**config.mk**
```make
export PLATFORM = sky130hd
export DESIGN_NAME = reg_writeback
export DESIGN_NICKNAME = d
export VERILOG_FILES = /design/src/rtl/reg_writeback.sv
export SDC_FILE = /design/constraint.sdc
export NUM_CORES = 1
export LEC_CHECK = 0
export CORE_AREA = 4 4 259 134
export DETAILED_ROUTE_END_ITERATION = 7
export DIE_AREA = 0 0 263 138
export GPL_TIMING_DRIVEN = 0
export PLACE_DENSITY_LB_ADDON = 0.1
export SETUP_SLACK_MARGIN = 0.3
export SLEW_MARGIN = 25
export SYNTH_ARGS = -nofsm -noshare
export SYNTH_HDL_FRONTEND = slang
export SYNTH_SLANG_ARGS = --single-unit
```
**constraint.sdc**
```tcl
create_clock -name clk -period 2.6 [get_ports clk]
set_input_delay 0.78 -clock clk [delete_from_list [all_inputs] [get_ports clk]]
set_output_delay 0.78 -clock clk [all_outputs]
set_load 0.05 [all_outputs]
```
**src/rtl/reg_writeback.sv**
```systemverilog
// ---------------------------------------------------------------------------
// reg_writeback
//   Register-file writeback arbiter. It merges two result streams into the
//   single register-file write port:
//     - port A: single-cycle ALU results, which have priority
//     - port M: long-latency load/mul results, held in a 4-entry in-order FIFO
//   A starvation counter keeps M from waiting forever. After STARVE_MAX
//   consecutive A wins while M entries wait, the arbiter enters FORCE_DRAIN
//   for one cycle. In that cycle A is stalled and one FIFO entry is written.
//
// Parameters
//   STARVE_MAX  maximum consecutive A grants while FIFO entries wait (>= 1)
//
// Ports
//   clk, rst_n                 clock, asynchronous active-low reset
//   a_valid/a_addr/a_data      ALU result in;           a_ready handshake out
//   m_valid/m_addr/m_data      load/mul result in;      m_ready handshake out
//   wr_enable/wr_addr/wr_data  registered register-file write port
//   fifo_count                 M-FIFO occupancy, 0..4
//   busy                       FIFO non-empty or a write is on wr_*
//
// Optional feature (macro WB_FWD_EN)
//   rd_addr1/rd_addr2          register read addresses in
//   fwd_hit1/fwd_hit2          the current write targets that read address
//   fwd_data1/fwd_data2        forwarded write data, 0 when there is no hit
// ---------------------------------------------------------------------------
module reg_writeback #(
  parameter int STARVE_MAX = 3
) (
  input  logic        clk,
  input  logic        rst_n,
  input  logic        a_valid,
  input  logic [4:0]  a_addr,
  input  logic [31:0] a_data,
  output logic        a_ready,
  input  logic        m_valid,
  input  logic [4:0]  m_addr,
  input  logic [31:0] m_data,
  output logic        m_ready,
`ifdef WB_FWD_EN
  input  logic [4:0]  rd_addr1,
  input  logic [4:0]  rd_addr2,
  output logic        fwd_hit1,
  output logic        fwd_hit2,
  output logic [31:0] fwd_data1,
  output logic [31:0] fwd_data2,
`endif
  output logic        wr_enable,
  output logic [4:0]  wr_addr,
  output logic [31:0] wr_data,
  output logic [2:0]  fifo_count,
  output logic        busy
);

  localparam int SW = (STARVE_MAX < 2) ? 1 : $clog2(STARVE_MAX + 1);

  typedef enum logic {
    NORMAL,
    FORCE_DRAIN
  } mode_t;

  mode_t          mode, mode_nxt;
  logic [SW-1:0]  starve_cnt, starve_nxt;

  logic [4:0]     fifo_addr [4];
  logic [31:0]    fifo_data [4];
  logic [1:0]     rd_ptr, wr_ptr;
  logic [2:0]     count, count_nxt;

  logic           a_acc, m_acc, push, pop;
  logic           wr_enable_nxt;
  logic [4:0]     grant_addr;
  logic [31:0]    grant_data;

  // Handshakes, grant selection and FIFO occupancy.
  // A full FIFO refuses M even if it pops this cycle, so m_ready depends
  // only on registered state. An M result for r0 is accepted and dropped.
  always_comb begin
    a_ready    = (mode == NORMAL);
    m_ready    = (count < 3'd4);
    a_acc      = a_valid && a_ready;
    m_acc      = m_valid && m_ready;
    push       = m_acc && (m_addr != 5'd0);
    pop        = !a_acc && (count != 3'd0);
    grant_addr = a_addr;
    grant_data = a_data;
    if (pop) begin
      grant_addr = fifo_addr[rd_ptr];
      grant_data = fifo_data[rd_ptr];
    end
    wr_enable_nxt = (a_acc || pop) && (grant_addr != 5'd0);
    case ({push, pop})
      2'b10:   count_nxt = count + 3'd1;
      2'b01:   count_nxt = count - 3'd1;
      default: count_nxt = count;
    endcase
  end

  // Starvation tracking and the arbiter mode.
  // The mode uses the next starve value, so the cycle after the
  // STARVE_MAX-th A win is already the drain cycle.
  always_comb begin
    starve_nxt = starve_cnt;
    if (pop || (count == 3'd0)) begin
      starve_nxt = '0;
    end else if (a_acc && (starve_cnt != SW'(STARVE_MAX))) begin
      starve_nxt = starve_cnt + SW'(1);
    end
    mode_nxt = mode;
    case (mode)
      NORMAL: begin
        if ((starve_nxt == SW'(STARVE_MAX)) && (count_nxt != 3'd0)) begin
          mode_nxt = FORCE_DRAIN;
        end
      end
      FORCE_DRAIN: mode_nxt = NORMAL;
      default:     mode_nxt = NORMAL;
    endcase
  end

  always_ff @(posedge clk or negedge rst_n) begin
    if (!rst_n) begin
      mode       <= NORMAL;
      starve_cnt <= '0;
      count      <= 3'd0;
      rd_ptr     <= 2'd0;
      wr_ptr     <= 2'd0;
      wr_enable  <= 1'b0;
      wr_addr    <= 5'd0;
      wr_data    <= 32'd0;
    end else begin
      mode       <= mode_nxt;
      starve_cnt <= starve_nxt;
      count      <= count_nxt;
      if (push) wr_ptr <= wr_ptr + 2'd1;
      if (pop)  rd_ptr <= rd_ptr + 2'd1;
      wr_enable  <= wr_enable_nxt;
      wr_addr    <= wr_enable_nxt ? grant_addr : 5'd0;
      wr_data    <= wr_enable_nxt ? grant_data : 32'd0;
    end
  end

  // FIFO storage. It has no reset because the pointers and count define
  // which entries are valid.
  always_ff @(posedge clk) begin
    if (push) begin
      fifo_addr[wr_ptr] <= m_addr;
      fifo_data[wr_ptr] <= m_data;
    end
  end

  assign fifo_count = count;
  assign busy       = (count != 3'd0) || wr_enable;

`ifdef WB_FWD_EN
  assign fwd_hit1  = wr_enable && (wr_addr == rd_addr1) && (rd_addr1 != 5'd0);
  assign fwd_hit2  = wr_enable && (wr_addr == rd_addr2) && (rd_addr2 != 5'd0);
  assign fwd_data1 = fwd_hit1 ? wr_data : 32'd0;
  assign fwd_data2 = fwd_hit2 ? wr_data : 32'd0;
`endif

endmodule
```
==> results of run 1 <==
-- timing repair --
item | CTS | global route
endpoints found under the setup margin | 236 | 39
pin swaps | 20 | 16
setup buffers | 19 | 2
gates resized for setup | 116 | 31
gates cloned | 2 | 0
hold buffers | 0 | 0
-- routing by layer --
layer	track usage (%)	part of all wire [%]	vias to the layer above
li1	-	-	1808
met1	16.07	50	2125
met2	17.50	45	73
met3	3.232	4.0	14
met4	3.098	1.0	2
met5	0	0.064	-
-- metrics by stage --
| stage | hold slack [ns] | worst slack (ns) | utilization [%] | setup TNS (ns) | area [um2] |
|---|---|---|---|---|---|
| 3_3_place_gp | 0.5390 | -1.369 | 28.17 | -200.23 | 9178 |
| 6_report | 0.2305 | 0.1321 | 31.14 | 0 | 10140 |
| 2_1_floorplan | 0.4844 | -0.2016 | - | -0.2016 | 7415 |
| 5_1_grt | 0.2286 | 0.03437 | 31.14 | 0 | 10140 |
| 3_5_place_dp | 0.5402 | -1.399 | 28.24 | -86.99 | 9200 |
| 4_1_cts | 0.2165 | 0.05036 | 30.86 | 0 | 10050 |
-- power by group through the flow --
| stage | clock, W | combinational (W) | sequential, W |
|---|---|---|---|
| after detailed placement | 0 | 0.00457 | 0.00436 |
| after global routing | 0.00256 | 0.00518 | 0.00437 |
| after CTS | 0.00245 | 0.00480 | 0.00431 |
| after global placement | 0 | 0.00454 | 0.00435 |
| final | 0.00236 | 0.00483 | 0.00430 |
| after floorplan | 0 | 0.00183 | 0.00544 |
-- cells by family after synthesis --
group           after synthesis
compound gates               44
xor+xnor                      7
fa+ha+maj                     7
buf+inv                      27
flops                       196
mux                          39
simple gates                 54
-- worst min path at each step --
stage	start	end	slack [ns]	cells after the start
6_report	rst_n	wr_data[7]$_DFF_PN0_	0.23	1
5_1_grt	rst_n	wr_data[7]$_DFF_PN0_	0.23	1
4_1_cts	rst_n	wr_data[7]$_DFF_PN0_	0.22	1
3_5_place_dp	mode$_DFF_PN0_	wr_enable$_DFF_PN0_	0.54	3
3_3_place_gp	starve_cnt[1]$_DFF_PN0_	starve_cnt[1]$_DFF_PN0_	0.54	2
2_1_floorplan	rst_n	fifo_count[0]$_DFF_PN0_	0.48	0
-- worst max-delay path, stage by stage (launching register included) --
cell and delay, ns:
dfrtp_2 0.42, buf_12 0.13, mux4_2 0.53, or4_4 0.51, o41ai_4 0.30, buf_6 0.18, buf_12 0.10, buf_12 0.12
nor2_2 0.04
-- registers in the layout (all words and copies together), names as in the netlist, 2 cells and up --
signal / cells
starve_cnt: 2
wr_ptr: 2
fifo_addr: 20
fifo_count: 3
wr_data: 32
wr_addr: 5
rd_ptr: 2
fifo_data: 128
-- cell type report --
| type | instances | area (um2) | share of cell area (%) |
|---|---|---|---|
| Multi-Input combinational cell | 151 | 1812 | 17.86 |
| Inverter | 8 | 30.03 | 0.2960 |
| Buffer | 19 | 176.4 | 1.739 |
| Timing Repair Buffer | 145 | 1426 | 14.06 |
| Tap cell | 441 | 551.8 | 5.439 |
| Clock buffer | 20 | 436.7 | 4.304 |
| Clock inverter | 11 | 65.06 | 0.6413 |
| Sequential cell | 196 | 5647 | 55.66 |
-- cell usage in the layout, fill, tap and decap left out, types with 6 or more instances in the layout --
master / count
a22oi_1: 32
buf_12: 8
buf_4: 16
clkbuf_1: 9
clkbuf_16: 18
clkdlybuf4s50_1: 70
dfrtp_1: 47
dlygate4sd2_1: 44
edfxtp_1: 148
inv_1: 6
mux4_2: 36
nor2_1: 15
nor2_4: 18
==> key figures, run 1 <==
Synth
  – Seq/Total Area, Yosys: 76.46%
  – Most frequent cells after synthesis: edfxtp_1 (148), dfrtp_1 (48), nor2_1 (38), mux4_2 (35), a22oi_1 (32)
  – EDFF count, synth: 148
  – Ys Warns: 0
  – Cell variety after synth: 31
  – Post-synthesis async set-or-reset flop share: 24.49%
  – Mux cell area share after synthesis: 11.66%
  – Synth Area in Adders: 1.288%
  – Synthesis-stage register bit count: 196
  – Post-Synth XOR/XNOR Area: 0.8304%
  – Mean Syn Cell Area: 19.74 um2
  – Synthesized area: 7383 um2
  – Synth Area in Simple Gates: 3.169%
  – Compound-gate portion of the synthesized area: 4.779%
  – Post-synthesis net count: 459
  – Cells after Synth: 374
  – Share of the synthesized area in the top cell type: 60.19%
  – Count leader, synth: edfxtp_1
  – Top cells by area, synth: edfxtp_1 (60%), dfrtp_1 (16%), mux4_2 (11%)
  – Yosys top cell by area: edfxtp_1
  – Top FF cell, synth: edfxtp_1
  – Main combinational cell family by area after synthesis: multiplexers

Floorplanning
  – Core Area: 32,580 um2
  – Starting Density: 22.66%
  – Die extent in x: 263 um
  – Ports: 122
  – FP Rows: 47
  – Die area: 36,290 um2
  – Die H: 138 um

Worst setup path
  – CP Class: reg -> reg
  – Crit path launch type: flop
  – Reg-to-reg endpoint: wr_data[6]$_DFF_PN0_
  – Critical path endpoint category: flop
  – Critical Path Sink: wr_data[6]$_DFF_PN0_
  – R2R Path Start: rd_ptr[0]$_DFFE_PN0N_
  – Reg2reg path depth: 8
  – Setup slack, reg-to-reg: 0.13 ns
  – CP startpoint: rd_ptr[0]$_DFFE_PN0N_
  – Worst-path fanout max: 5
  – Critical path arrival: 2.79 ns
  – Worst path required time: 2.92 ns

STA
  – Least-Margin Pin Slew: 0.8442 ns
  – Highest clock rate: 0.4052 GHz
  – Minimum clock period: 2.468 ns
  – Crit share post-route: 94.92%
  – Final Slew Violations: 0
  – Clock skew: 0.009459 ns
  – Endpoints failing setup: 0
  – RSZ-0062 raised after global routing: yes
  – Rel. slew slack: 43.72%
  – Final hold violation count: 0

Pwr
  – NetSw: 0.004373 W
  – Switching share of power: 38.06%
  – Clock power frac: 20.6%
  – Seq pwr share: 37.4%
  – Pleak: 3.587 nW
  – VDD IR max: 0.4154 mV
  – Cell Pwr Density: 1133 nW/um2
  – Design Power: 0.01149 W
  – Combinational share of power: 42.0%
  – Design internal power: 0.007116 W

Routing
  – DRT iter0 DRCs: 210
  – Detailed Routing Iterations Pass 1: 4
  – Wire per inst: 20.50 um
  – Vias/cell: 4.059
  – Antenna-violating nets left: 0
  – Routed WL: 20,320 um
  – Drc violations: 0
  – Vias: 4,022

Clock tree
  – Worst-Skew Late Latency: 0.44 ns
  – Clock tree buffer depth: 2
  – CTS Buf Count: 17
  – CTS sink cnt: 196
  – CTS tree: built
  – Clock Pin Slew Worst Setup and Hold Paths: 0.07 ns
  – Root Buffer: clkbuf_16
  – H-Tree Depth: 4

Run status
  – Run status: completed

GRT
  – First-pass GRT wire length: 30,220 um
  – Total Routing Usage GR: 11.44%
  – Pin count of the biggest net entering global routing: 38
  – Grt total ovfl: 0
  – Number of global-route vias before repair: 4,520
  – Initial antenna violation count: 1

Placement
  – Port bufs: 121
  – Post-DP HPWL: 12,510 um
  – Routability cong.: 0.6721
  – Placed Instances: 937

Layout
  – Fraction of layout cells with a size suffix above 1: 26.00%
  – Area delta synth->final: 37.40%
  – Finished Layout Cells: 991
  – Final net count: 623
  – # fillers: 3,248
  – # diodes: 0

Run
  – Max-Cap Viols: 0

Worst hold path
  – Hold Crit Class: in -> async
Power figures use the tool's default switching activity.
==> run 2: changes to the inputs <==
CTS_BUF_LIST = sky130_fd_sc_hd__clkbuf_8   (was not set)
SETUP_SLACK_MARGIN = not set   (was 0.3)
SLEW_MARGIN = 20   (was 25)
==> run 2 against run 1 <==
  * Via count down 1.5%
  * Power shrank 6.9%
  * Non-clock buffer count is 18 lower
  * Largest cell class unchanged
==> key figures, run 2 (synthesis results as in run 1) <==
Worst setup path
  – Ordered list of cells on the worst path: dlygate4sd2_1 -> or3_4 -> o311a_4 -> inv_2 -> ha_4 -> inv_1 -> fa_2 -> xor2_1 -> nor2_1 -> xnor2_2 -> o31a_1
  – Crit path launch type: input port
  – Slowest cell on the critical path: or3_4
  – Reg2reg path depth: 7 (-1)
  – Max stage delay on crit path: 0.36 ns (-0.17 ns)
  – Worst path top cell family by delay: compound AO/OA/AOI/OAI gates
  – Worst path buffer plus inverter count: 3 (-1)
  – Critical path arrival: 2.97 ns (+0.18 ns)
  – Critical path endpoint category: flop
  – Worst-path fanout max: 5 (unchanged)
  – Setup slack, reg-to-reg: 0.09 ns (-0.04 ns)
  – Worst path required time: 2.98 ns (+0.06 ns)
  – CP Class: in -> reg
  – Reg-to-reg endpoint: wr_data[25]$_DFF_PN0_
  – R2R Path Start: rd_ptr[0]$_DFFE_PN0N_

Clock tree
  – Clock tree buffer depth: 2 (unchanged)
  – H-Tree Depth: 4 (unchanged)
  – CTS sink cnt: 196 (unchanged)
  – CTS tree: built
  – CTS Buf Count: 17 (unchanged)
  – Worst-Skew Late Latency: 0.50 ns (+0.06 ns)
  – Clock Pin Slew Worst Setup and Hold Paths: 0.09 ns (+0.02 ns)
  – Post-cts hold buffer count: 0 (unchanged)
  – Root Buffer: clkbuf_8

GRT
  – Initial antenna violation count: 1 (unchanged)
  – Pin count of the biggest net entering global routing: 38 (unchanged)
  – First-pass GRT wire length: 28,980 um (-4.1%)
  – Grt total ovfl: 0 (unchanged)
  – Grt met3 use: 3.835% (+0.60 points)
  – Met1 GRT Util: 14.68% (-1.4 points)
  – Number of global-route vias before repair: 4,470 (-1.1%)
  – Gr busiest metal: met2
  – Total Routing Usage GR: 11.07% (-0.37 points)
  – GR Layer Usage met2: 17.41% (-0.096 points)

Layout
  – Reg with most FFs: fifo_data
  – Final instance area: 9647 um2 (-4.9%)
  – Biggest regs: fifo_data: 128 flops, wr_data: 32 flops, fifo_addr: 20 flops
  – Finished Layout Cells: 975 (-1.6%)
  – Commonest non-fill, non-tap cell in the layout: edfxtp_1
  – Most frequent cells in the layout: edfxtp_1 (148), clkdlybuf4s50_1 (111), dfrtp_1 (47)
  – Final net count: 605 (-2.9%)
  – Area delta synth->final: 30.66%
  – Max reg flops: 128 (unchanged)
  – Fraction of layout cells with a size suffix above 1: 18.20% (-7.8 points)
  – # fillers: 3,263 (+0.46%)

Routing
  – Wire per inst: 20.15 um (-1.7%)
  – Detailed Routing Iterations Pass 1: 4 (unchanged)
  – Drc violations: 0 (unchanged)
  – Antenna-violating nets left: 0 (unchanged)
  – Vias: 3,962 (-1.5%)
  – DRT iter0 DRCs: 174 (-17%)
  – Routed WL: 19,650 um (-3.3%)
  – Vias/cell: 4.064 (+0.12%)

Placement
  – Placed Instances: 937 (unchanged)
  – Routability cong.: 0.6644 (-1.1%)
  – Port bufs: 121 (unchanged)
  – Post-DP HPWL: 12,710 um (+1.6%)
  – Area post-placement: 9200 um2 (unchanged)
  – Post-Place Worst Slack: -1.219 ns (+0.1799 ns)

Pwr
  – VDD IR max: 0.4804 mV (+16%)
  – Cell Pwr Density: 1109 nW/um2 (-2.0%)
  – Switching share of power: 38.61% (+0.55 points)
  – Combinational share of power: 42.6% (+0.6 points)
  – Pleak: 3.340 nW (-6.9%)
  – Seq pwr share: 40.2% (+2.8 points)
  – NetSw: 0.004132 W (-5.5%)
  – Clock power frac: 17.2% (-3.4 points)
  – Design internal power: 0.006570 W (-7.7%)

Floorplanning
  – Ports: 122 (unchanged)
  – Die H: 138 um (unchanged)
  – FP Rows: 47 (unchanged)
  – Die extent in x: 263 um (unchanged)
  – Starting Density: 22.66% (unchanged)
  – Die area: 36,290 um2 (unchanged)
  – Core Area: 32,580 um2 (unchanged)

STA
  – Final hold violation count: 0 (unchanged)
  – Rel. slew slack: 39.14% (-4.6 points)
  – Highest clock rate: 0.3858 GHz (-4.8%)
  – Minimum clock period: 2.592 ns (+0.1244 ns)
  – TNS Setup: 0 ns (unchanged)
  – Final Slew Violations: 0 (unchanged)
  – Least-Margin Pin Slew: 0.9129 ns (+0.06865 ns)
  – Hold_ws: 0.2081 ns (-0.02242 ns)
  – Endpoints failing setup: 0 (unchanged)
  – Final setup margin: 0.007698 ns (-0.1244 ns)
  – Clock skew: 0.01615 ns (+0.006692 ns)
  – RSZ-0062 raised after global routing: no
  – Crit share post-route: 99.70% (+4.8 points)

Worst hold path
  – Hold Crit Class: in -> async

Run
  – Max-Cap Viols: 0 (unchanged)

Run status
  – Run status: completed
-- run 2: cell count changes in the layout (fill, tap and decap cells not counted), moves of 17 or more --
cell	delta
clkbuf_8	+18
nor2_1	+22
dlygate4sd2_1	-38
nor2_4	-17
clkbuf_16	-18
clkdlybuf4s50_1	+41
-- run 2: cell type report --
cell class	count	area [um2]	share of cell area [%]
plain buffers	19	135.1	1.401
flip-flops and latches	196	5647	58.53
inverters	8	30.03	0.3113
clock buffers	18	247.7	2.568
well taps	441	551.8	5.720
clock inverters	14	102.6	1.064
diodes	1	2.502	0.02594
multi-input cells	151	1675	17.37
repair buffers	127	1255	13.01
-- run 2: worst reg2reg max path, stage by stage (launching register included) --
cell	delay [ns]
dfrtp_2	0.42
buf_12	0.16
mux4_2	0.57
or4_4	0.51
o41ai_4	0.30
buf_6	0.19
buf_8	0.18
nor2_1	0.08
-- run 2: worst max path at each step --
stage / depth (start not counted) / slack [ns] / to / startpoint
floorplan: 10 / -0.21 / mode$_DFF_PN0_ / m_addr[1]
global placement: 1 / -1.32 / wr_data[22]$_DFF_PN0_ / rst_n
detailed placement: 11 / -1.22 / mode$_DFF_PN0_ / a_valid
CTS: 7 / 0.008 / wr_data[25]$_DFF_PN0_ / rd_ptr[0]$_DFFE_PN0N_
global route: 7 / 0.003 / wr_data[25]$_DFF_PN0_ / rd_ptr[0]$_DFFE_PN0N_
finish: 11 / 0.008 / mode$_DFF_PN0_ / m_addr[1]
-- run 2: timing repair --
item | 4_1_cts | 5_1_grt
pin swaps | 3 | 2
buffers inserted | 5 | 0
gates resized for setup | 23 | 12
setup endpoints to repair | 45 | 32
-- run 2: metal layers --
layer	routed length [um]	vias up
met5	7	-
met4	262	2
met3	988	20
met2	9336	82
met1	9055	2094
li1	-	1764
-- run 2: metrics by stage --
stage | power [W] | util (%)
finish | 0.01070 | 29.61
global route | 0.01133 | 29.60
CTS | 0.01089 | 29.56
detailed placement | 0.008948 | 28.24
global placement | 0.008875 | 28.17
floorplan | 0.007273 | -
-- run 2: power groups by stage --
stage	Combinational (W)	Sequential [W]	Clock, W
6_report	0.00456	0.00430	0.00184
4_1_cts	0.00465	0.00431	0.00193
3_3_place_gp	0.00453	0.00435	0
3_5_place_dp	0.00458	0.00437	0
2_1_floorplan	0.00183	0.00544	0
5_1_grt	0.00490	0.00437	0.00206
==> run 3: changes to the inputs <==
CORE_AREA = 2 2 185 96   (was 4 4 259 134)
DIE_AREA = 0 0 187 98   (was 0 0 263 138)
==> run 3 against run 2 <==
  * Setup slack better by 0.052 ns
  * Global-route usage is 7.9 points higher
  * Final area is 2.3% lower
  * Largest cell class unchanged
  * Clock power is 9% higher
  * Utilization is 26 points higher
  * Clock-buffer cell count stayed put
  * Final cell count is 21% lower
  * Largest power group unchanged
==> key figures, run 3 (synthesis results as in run 1) <==
GRT
  – First-pass GRT wire length: 25,320 um (-13%)
  – Grt total ovfl: 0 (unchanged)
  – Total Routing Usage GR: 18.93% (+7.9 points)
  – Initial antenna violation count: 1 (unchanged)
  – Pin count of the biggest net entering global routing: 49 (+29%)
  – Number of global-route vias before repair: 4,308 (-3.6%)

Clock tree
  – H-Tree Depth: 4 (unchanged)
  – CTS sink cnt: 196 (unchanged)
  – CTS Buf Count: 17 (unchanged)
  – Clock tree buffer depth: 2 (unchanged)
  – Clock Pin Slew Worst Setup and Hold Paths: 0.11 ns (+0.02 ns)
  – CTS tree: built
  – Worst-Skew Late Latency: 0.47 ns (-0.03 ns)
  – Root Buffer: clkbuf_8

Worst setup path
  – Worst path top cell family by delay: multiplexers
  – Worst path required time: 2.95 ns (-0.03 ns)
  – Max stage delay on crit path: 0.65 ns (+0.29 ns)
  – Critical path endpoint category: flop
  – Critical path arrival: 2.89 ns (-0.08 ns)
  – Worst-path fanout max: 10 (+5)
  – Ordered list of cells on the worst path: mux4_1 -> or4_4 -> o41ai_4 -> buf_4 -> buf_6 -> nor2_1
  – Worst path buffer plus inverter count: 2 (-1)
  – Slowest cell on the critical path: mux4_1
  – CP Class: reg -> reg
  – Crit path launch type: flop

Placement
  – Area post-placement: 8916 um2 (-3.1%)
  – Post-DP HPWL: 10,350 um (-19%)
  – Port bufs: 121 (unchanged)
  – Routability cong.: 0.7147 (+7.6%)
  – Post-Place Worst Slack: -1.258 ns (-0.03878 ns)

Pwr
  – Pleak: 3.380 nW (+1.2%)
  – Cell Pwr Density: 1141 nW/um2 (+2.8%)
  – Design Power: 0.01076 W (+0.50%)
  – VDD IR max: 0.5612 mV (+17%)

Floorplanning
  – Ports: 122 (unchanged)
  – Die area: 18,330 um2 (-50%)
  – Core Area: 16,890 um2 (-48%)
  – Die H: 98 um (-29%)
  – FP Rows: 34 (-28%)
  – Die extent in x: 187 um (-29%)
  – Starting Density: 43.72% (+21 points)

STA
  – Rel. slew slack: 43.76% (+4.6 points)
  – RSZ-0062 raised after global routing: no
  – Highest clock rate: 0.3936 GHz (+2.0%)
  – Minimum clock period: 2.541 ns (-0.05177 ns)
  – Crit share post-route: 97.71% (-2.0 points)
  – Final Slew Violations: 0 (unchanged)
  – Final hold violation count: 0 (unchanged)
  – Endpoints failing setup: 0 (unchanged)
  – Least-Margin Pin Slew: 0.8436 ns (-0.06926 ns)
  – TNS Setup: 0 ns (unchanged)
  – Clock skew: 0.01468 ns (-0.001475 ns)
  – Final setup margin: 0.05947 ns (+0.05177 ns)

Layout
  – Commonest non-fill, non-tap cell in the layout: edfxtp_1
  – Multi-input gate area: 1672 um2 (-0.22%)
  – Biggest regs: fifo_data: 128 flops, wr_data: 32 flops, fifo_addr: 20 flops
  – Final instance area: 9429 um2 (-2.3%)
  – Area delta synth->final: 27.71%
  – # fillers: 1,339 (-59%)
  – # diodes: 0 (-1)
  – Register area: 5647 um2 (unchanged)
  – Reg with most FFs: fifo_data
  – Final net count: 605 (unchanged)
  – Most frequent cells in the layout: edfxtp_1 (148), clkdlybuf4s50_1 (110), dfrtp_1 (47)
  – Fin util: 55.83% (+26 points)
  – Fraction of layout cells with a size suffix above 1: 19.32% (+1.1 points)
  – Max reg flops: 128 (unchanged)

Routing
  – Vias/cell: 5.233 (+29%)
  – DRT iter0 DRCs: 312 (+79%)
  – Vias: 4,014 (+1.3%)
  – Wire per inst: 21.15 um (+4.9%)
  – Antenna-violating nets left: 0 (unchanged)
  – Drc violations: 0 (unchanged)
  – Detailed Routing Iterations Pass 1: 4 (unchanged)
  – Routed WL: 16,220 um (-17%)

Run status
  – Run status: completed

Run
  – Max-Cap Viols: 0 (unchanged)

Worst hold path
  – Hold Crit Class: in -> async
-- run 3: changes by cell type in the layout (fill, tap and decap cells not counted), moves of 2 or more --
cell	delta
clkinv_8	+2
dlymetal6s2s_1	+4
inv_8	+3
dlygate4sd2_1	-4
buf_8	-2
buf_4	+2
clkinvlp_4	-3
inv_6	+5
inv_1	-6
-- run 3: layout make-up --
cell class | instances | share of cell area [%]
buffer | 19 | 1.367
clock inverter | 14 | 1.725
clock buffer | 18 | 2.627
sequential | 196 | 59.89
multi-input combinational | 151 | 17.73
timing repair buffer | 127 | 13.24
inverter | 8 | 0.3185
tap | 234 | 3.105
-- run 3: layer usage --
metal  vias up  part of all wire, %  GRT usage, %
li1       1769                    -             -
met1      2114                   49         27.36
met2       119                   45         28.22
met3        10                  5.9         5.931
met4         2                 0.67         4.762
met5         -                0.080             0
-- run 3: what timing repair did --
action	in CTS	in global routing
hold buffers	0	0
buffers inserted	4	2
setup endpoints to repair	109	69
gates resized for setup	16	22
endpoints found under the hold margin	0	0
pin swaps	5	4
-- run 3: where the power goes --
group | internal [W] | total [W] | switching (W)
Clock | 0.000837 | 0.00201 | 0.00117
Combinational | 0.00172 | 0.00445 | 0.00273
Sequential | 0.00408 | 0.00430 | 0.000224
Total | 0.00664 | 0.0108 | 0.00412
-- run 3: path summary, 6_finish.rpt --
| path | from | endpoint | slack (ns) | cells after the start |
|---|---|---|---|---|
| min reg2reg | starve_cnt[1]$_DFF_PN0_ | starve_cnt[1]$_DFF_PN0_ | 0.60 | 2 |
| max reg2reg | rd_ptr[0]$_DFFE_PN0N_ | wr_data[26]$_DFF_PN0_ | 0.06 | 6 |
| max in group asynchronous | rst_n | rd_ptr[0]$_DFFE_PN0N_ | 1.77 | 1 |
| max | rd_ptr[0]$_DFFE_PN0N_ | wr_data[26]$_DFF_PN0_ | 0.06 | 6 |
| min | rst_n | wr_addr[2]$_DFF_PN0_ | 0.35 | 1 |
| min in group clk | m_addr[0] | fifo_addr[3][0]$_DFFE_PP_ | 0.56 | 1 |
-- run 3: worst register-to-register path: stages (launching register included) --
cell	delay, ns
dfrtp_2	0.43
mux4_1	0.65
or4_4	0.58
o41ai_4	0.31
buf_4	0.22
buf_6	0.17
nor2_1	0.07
-- run 3: per-stage QoR --
stage / hold slack [ns] / instances
2_1_floorplan: 0.4844 / 374
3_3_place_gp: 0.5308 / 729
3_5_place_dp: 0.5617 / 729
4_1_cts: 0.3512 / 765
5_1_grt: 0.3794 / 767
6_report: 0.3508 / 767
